<file path="config.mk">
export PLATFORM = sky130hd
export DESIGN_NAME = esu_scheduler
export DESIGN_NICKNAME = d
export VERILOG_FILES = /design/src/rtl/t0_pkg.sv /design/src/rtl/lowest_set_picker.sv /design/src/rtl/esu_scheduler.sv
export SDC_FILE = /design/constraint.sdc
export NUM_CORES = 1
export LEC_CHECK = 0
export BUFFER_PORTS_ARGS = -buffer_cell sky130_fd_sc_hd__buf_2
export CAP_MARGIN = 10
export CELL_PAD_IN_SITES_DETAIL_PLACEMENT = 2
export CELL_PAD_IN_SITES_GLOBAL_PLACEMENT = 2
export CORE_ASPECT_RATIO = 0.8
export CORE_MARGIN = 2
export CORE_UTILIZATION = 32
export CTS_CLUSTER_SIZE = 30
export DETAILED_ROUTE_END_ITERATION = 8
export PLACE_DENSITY_LB_ADDON = 0.08
export SYNTH_ARGS = -nofsm -noshare
export SYNTH_HDL_FRONTEND = slang
export SYNTH_SLANG_ARGS = --single-unit
</file>
<file path="constraint.sdc">
create_clock -name clk -period 1.85 [get_ports clk]
set_input_delay 0.0925 -clock clk [delete_from_list [all_inputs] [get_ports clk]]
set_output_delay 0.0925 -clock clk [all_outputs]
set_load 0.03 [all_outputs]
</file>
<file path="src/rtl/t0_pkg.sv">
// Shared types for the ESU axis scheduler: default axis count, axis index type
// and the sequencer state encoding.
package t0_pkg;

  localparam int NUM_AXES_DEFAULT = 3;
  localparam int AXIS_W_DEFAULT   = 2;

  typedef logic [AXIS_W_DEFAULT-1:0] axis_t;

  typedef enum logic [1:0] {
    IDLE  = 2'd0,
    SCAN  = 2'd1,
    START = 2'd2,
    WAIT  = 2'd3
  } sched_state_t;

endpackage

</file>
<file path="src/rtl/lowest_set_picker.sv">
// Combinational priority picker: reports whether any mask bit is set and the
// index of the lowest set bit.
module lowest_set_picker import t0_pkg::*; #(
  parameter int NUM_AXES = NUM_AXES_DEFAULT,
  parameter int AXIS_W   = AXIS_W_DEFAULT
) (
  input  logic [NUM_AXES-1:0] i_mask,
  output logic                o_found,
  output logic [AXIS_W-1:0]   o_idx
);

  always_comb begin
    o_found = |i_mask;
    o_idx   = '0;
    // Scan downward so the last assignment wins with the lowest index.
    for (int i = NUM_AXES - 1; i >= 0; i--) begin
      if (i_mask[i]) o_idx = AXIS_W'(i);
    end
  end

endmodule

</file>
<file path="src/rtl/esu_scheduler.sv">
// Sequences the shared ESU over dirty axes after each update strobe.
// Optional ESU watchdog enabled by defining T0_ESU_WATCHDOG_EN.
//
// state | meaning
// IDLE  | no sweep; waiting for update
// SCAN  | pick lowest dirty axis, or end sweep when none left
// START | one-cycle esu_start for the latched axis
// WAIT  | hold axis until esu_done (or watchdog timeout)
module esu_scheduler import t0_pkg::*; #(
  parameter int NUM_AXES   = NUM_AXES_DEFAULT,
  parameter int AXIS_W     = AXIS_W_DEFAULT,
  parameter int WDT_CYCLES = 1024
) (
  input  logic              clk,
  input  logic              reset,
  input  logic              update,
  input  logic              cl_we,
  input  logic [AXIS_W-1:0] cl_wa,
  input  logic              force_all,
  input  logic              esu_done,
  output logic              esu_start,
  output logic [AXIS_W-1:0] axis,
  output logic              busy,
  output logic              sweep_done,
  output logic              overrun,
  output logic              wdt_fault
);

  localparam logic [1:0] ST_IDLE  = 2'(IDLE);
  localparam logic [1:0] ST_SCAN  = 2'(SCAN);
  localparam logic [1:0] ST_START = 2'(START);
  localparam logic [1:0] ST_WAIT  = 2'(WAIT);

  logic [1:0]          r_state;
  logic [1:0]          w_state_nxt;
  logic [NUM_AXES-1:0] r_pending;
  logic [NUM_AXES-1:0] r_work;
  logic [NUM_AXES-1:0] w_set;
  logic [NUM_AXES-1:0] w_clr;
  logic [NUM_AXES-1:0] w_work_nxt;
  logic [NUM_AXES-1:0] w_pending_nxt;
  logic [AXIS_W-1:0]   r_axis;
  logic [AXIS_W-1:0]   w_pick;
  logic                w_found;
  logic                w_timeout;
  logic                w_wait_end;
  logic                r_overrun;

  lowest_set_picker #(
    .NUM_AXES (NUM_AXES),
    .AXIS_W   (AXIS_W)
  ) u_picker (
    .i_mask  (r_work),
    .o_found (w_found),
    .o_idx   (w_pick)
  );

  // Writes beyond NUM_AXES match no bit and are dropped.
  always_comb begin
    w_set = '0;
    for (int i = 0; i < NUM_AXES; i++) begin
      if (force_all || (cl_we && (cl_wa == AXIS_W'(i)))) w_set[i] = 1'b1;
    end
  end

  assign w_wait_end = (r_state == ST_WAIT) && (esu_done || w_timeout);

  always_comb begin
    w_clr = '0;
    for (int i = 0; i < NUM_AXES; i++) begin
      if (w_wait_end && (r_axis == AXIS_W'(i))) w_clr[i] = 1'b1;
    end
  end

  // Clear before merge so an update coincident with esu_done re-dirties the axis.
  assign w_work_nxt    = (r_work & ~w_clr) | (update ? (r_pending | w_set) : '0);
  assign w_pending_nxt = update ? '0 : (r_pending | w_set);

  always_comb begin
    w_state_nxt = r_state;
    case (r_state)
      ST_IDLE:  if (update) w_state_nxt = ST_SCAN;
      ST_SCAN: begin
        if (w_found)     w_state_nxt = ST_START;
        else if (update) w_state_nxt = ST_SCAN;
        else             w_state_nxt = ST_IDLE;
      end
      ST_START: w_state_nxt = ST_WAIT;
      ST_WAIT:  if (w_wait_end) w_state_nxt = ST_SCAN;
      default:  w_state_nxt = ST_IDLE;
    endcase
  end

  always_ff @(posedge clk or posedge reset) begin
    if (reset) begin
      r_state   <= ST_IDLE;
      r_pending <= '1;
      r_work    <= '0;
      r_axis    <= '0;
      r_overrun <= 1'b0;
    end else begin
      r_state   <= w_state_nxt;
      r_pending <= w_pending_nxt;
      r_work    <= w_work_nxt;
      if ((r_state == ST_SCAN) && w_found) r_axis <= w_pick;
      if (update && (r_state != ST_IDLE)) r_overrun <= 1'b1;
    end
  end

`ifdef T0_ESU_WATCHDOG_EN
  localparam int WDT_W = $clog2(WDT_CYCLES + 1);

  logic [WDT_W-1:0] r_wdt_cnt;
  logic             r_wdt_fault;

  // WAIT is only entered from START, so loading there restarts the count per op.
  always_ff @(posedge clk or posedge reset) begin
    if (reset) begin
      r_wdt_cnt   <= '0;
      r_wdt_fault <= 1'b0;
    end else begin
      if (r_state == ST_START)
        r_wdt_cnt <= WDT_W'(WDT_CYCLES - 1);
      else if ((r_state == ST_WAIT) && (r_wdt_cnt != '0))
        r_wdt_cnt <= r_wdt_cnt - 1'b1;
      if (w_timeout) r_wdt_fault <= 1'b1;
    end
  end

  assign w_timeout = (r_state == ST_WAIT) && !esu_done && (r_wdt_cnt == '0);
  assign wdt_fault = r_wdt_fault;
`else
  assign w_timeout = 1'b0;
  assign wdt_fault = 1'b0;
`endif

  assign esu_start  = (r_state == ST_START);
  assign busy       = (r_state != ST_IDLE);
  assign sweep_done = (r_state == ST_SCAN) && !w_found;
  assign axis       = r_axis;
  assign overrun    = r_overrun;

endmodule

</file>
==> summary.txt <==
Power
  • VDD IR-drop max: 0.428 mV
  • Register share of total power: 38.5%
  • Logic pwr share: 43.9%
  • Switching part of the total power: 41.9%
  • Internal Pwr Total: 0.545 mW
  • P per Cell Area: 1360 nW/µm²
  • Power Total: 0.939 mW
  • Part of the power in the clock network: 17.6%
  • Sw power: 0.394 mW
  • Pleak: 0.322 nW

Placed design
  • Cell count after placement: 89
  • Post-DP HPWL: 984 µm
  • IO Port Bufs: 13
  • GPL Wtd Cong: 0.721

Clock network
  • Reg clk slew, reported paths: 0.07 ns
  • Clk Latency, worst-skew pair: 0.27 ns
  • H-tree depth: 1
  • Root buffer cell: clkbuf_4
  • CTS tree: yes
  • CTS Buf Count: 3
  • Post-CTS Resized: 0
  • Clock Path Buffers: 2
  • Setup repair bufs after CTS: 0
  • Clk sink count: 11

Routing
  • Vias per cell: 4.63
  • DRT Pass-1 Iters: 2
  • Remaining antenna violation count: 0
  • Routed wire length: 1.25 mm
  • DR vias: 435
  • Drt drc: 0
  • Iter 0 DRT Violations: 1
  • Routed wire per std cell: 13.3 µm

Finish
  • N_diodes: 0
  • Cell Count, Final, Fillers Out: 94
  • Layout cells sized above 1: 27.8%
  • Final #Nets: 85
  • Area growth, synth to finish: 21.4%
  • Core Util, Final: 42.0%

Yosys
  • Yosys top cell area share: 35.2%
  • Post-synthesis mux area share: 3.52%
  • Post-synth top area cell: dfrtp_1
  • Warning count from the yosys run: 0
  • Adder-cell share of the synthesized area: 8.81%
  • Mapped Cells: 55
  • #FFs+latches synth: 11
  • Yosys cell types: 26
  • Post-Synth Simple-Gate Area: 10.6%
  • Xor-xnor portion of the synthesized cell area: 0%
  • Syn Nets: 67
  • Synth Area in Compound Gates: 20.0%
  • Register area share after synthesis: 49.1%
  • Syn Std Cell Area: 568 µm²
  • Largest family of logic cells by synthesized area: compound AO/OA/AOI/OAI gates
  • Avg Cell Area, Syn: 10.3 µm²
  • Top post-synthesis cells by area: dfrtp_1 35%, dfstp_2 14%, ha_1 8.8%, inv_1 5.9%, mux2i_1 3.5%

Floorplanning
  • Total die area: 2130 µm²
  • Row Count: 13
  • Core Area: 1640 µm²
  • Die width: 51.1 µm
  • Initial core utilization: 34.6%
  • I/O pin count: 15
  • Chip height: 41.7 µm

Setup path
  • FF-to-FF End: r_state[0]
  • CP max FO: 7
  • CP endpoint kind: output port
  • R2R cell count: 5
  • Worst reg2reg setup slack: 0.54 ns
  • Worst setup SP type: flip-flop
  • FF-to-FF Start: r_state[0]
  • Critical Path RT: 1.76 ns
  • Kind of critical path: reg -> out
  • CP arrival: 1.40 ns

Min path
  • Hold path cells: 2
  • Hold Crit Endpoint: r_pending[1]
  • Hold path startpoint: update
  • Min-delay worst type: in -> reg

Timing
  • Unrepaired setup endpoints after global routing: no
  • Count of final setup violators: 0
  • Hold Violations, Final: 0
  • Achievable frequency: 0.672 GHz
  • Worst hold slack: 0.0513 ns
  • Final worst path period need: 1.49 ns
  • Pins Over Slew Limit: 0
  • Setup TNS Final: 0 ns
  • Tcrit/Tclk final: 80.5%
  • Final Skew: 0.00290 ns

Global route
  • Vias in the first global route: 497
  • GR Util All Layers: 15.3%
  • Largest net degree at the start of global routing: 12
  • Gr ovfl total: 0
  • Initial antenna violation count: 0
  • First-pass GRT wire length: 2.34 mm

Job
  • Max_cap viols: 0

Outcome
  • Status: completed
[flip-flops by register name (all words and copies together) (netlist names)]
register / flops
r_pending: 3
overrun: 1
r_state: 2
r_work: 3
axis: 2
[power groups by stage]
stage	clock [mW]	combinational, mW	sequential (mW)
2_1_floorplan	0	0.274	0.388
3_3_place_gp	0	0.413	0.363
3_5_place_dp	0	0.415	0.365
4_1_cts	0.173	0.419	0.362
5_1_grt	0.189	0.477	0.375
6_report	0.165	0.412	0.362
[metrics by stage]
step / area, µm² / setup WS (ns)
after floorplan: 568 / 0.586
after global placement: 653 / 0.493
after detailed placement: 653 / 0.532
after CTS: 689 / 0.337
after global routing: 689 / 0.243
final: 689 / 0.361
[worst max-delay path: stages (launching register included)]
cell and delay [ns]:
dfrtp_1 0.40, inv_1 0.10, ha_1 0.28, and2_1 0.16, buf_2 0.19
[cells in the final DEF, fill, tap and decap left out, drive strengths merged, types with 2 or more instances in the layout]
cell and count:
nor3 2, dfstp 3, o21ai 4, nor2 3, buf 13, clkbuf 4
a211oi 2, ha 4, o22ai 2, inv 9, and2 2, dfrtp 8
mux2i 2
[timing repair]
item / 4_1_cts / 5_1_grt
hold buffers: 1 / 0
endpoints found under the setup margin: 0 / 0
hold endpoints to repair: 8 / 0
[cell type report]
class | count | area [µm²]
tap | 22 | 27.5
fill | 196 | 953
multi-input combinational | 34 | 248
inverter | 9 | 33.8
clock buffer | 4 | 26.3
timing repair buffer | 14 | 75.1
sequential | 11 | 279
[synthesized netlist by cell type]
cell      number
and2_2         1
nand4b_1       1
a22o_1         1
a311oi_1       1
dfrtp_1        8
buf_4          1
a32o_1         1
dfstp_2        3
ha_1           4
nor3_1         2
and2_1         1
o21ai_0        4
o22ai_1        2
a21oi_1        1
nor2_1         3
inv_1          9
mux2i_1        2
nor2b_1        1
o21a_1         1
a311o_1        1
o31a_1         1
a211oi_1       2
nand2b_1       1
a21o_1         1
conb_1         1
nand2_1        1
[worst max-delay path by stage]
| stage | startpoint | endpoint | cells past startpoint |
|---|---|---|---|
| after floorplan | r_state[0] | r_state[0] | 5 |
| after global placement | r_state[0] | r_state[0] | 5 |
| after detailed placement | r_state[0] | r_state[0] | 5 |
| after CTS | r_state[1] | sweep_done | 4 |
| after global routing | r_state[1] | sweep_done | 4 |
| final | r_state[1] | sweep_done | 4 |
[kinds of logic (layout without fill, tap and decap cells)]
group,Yosys count,count (layout)
mux,2,2
fa+ha+maj,4,4
compound gates,16,16
flops,11,11
other cells,1,1
buf+inv,10,27
simple gates,11,11
[layer usage]
metal / global-route usage [%] / share of wire, % / vias up
met5: 0 / 0 / -
li1: - / - / 222
met4: 4.86 / 1.1 / 0
met3: 6.83 / 7.4 / 3
met1: 20.9 / 50 / 197
met2: 21.6 / 41 / 13
No activity file was read; power rests on OpenSTA's default activity.
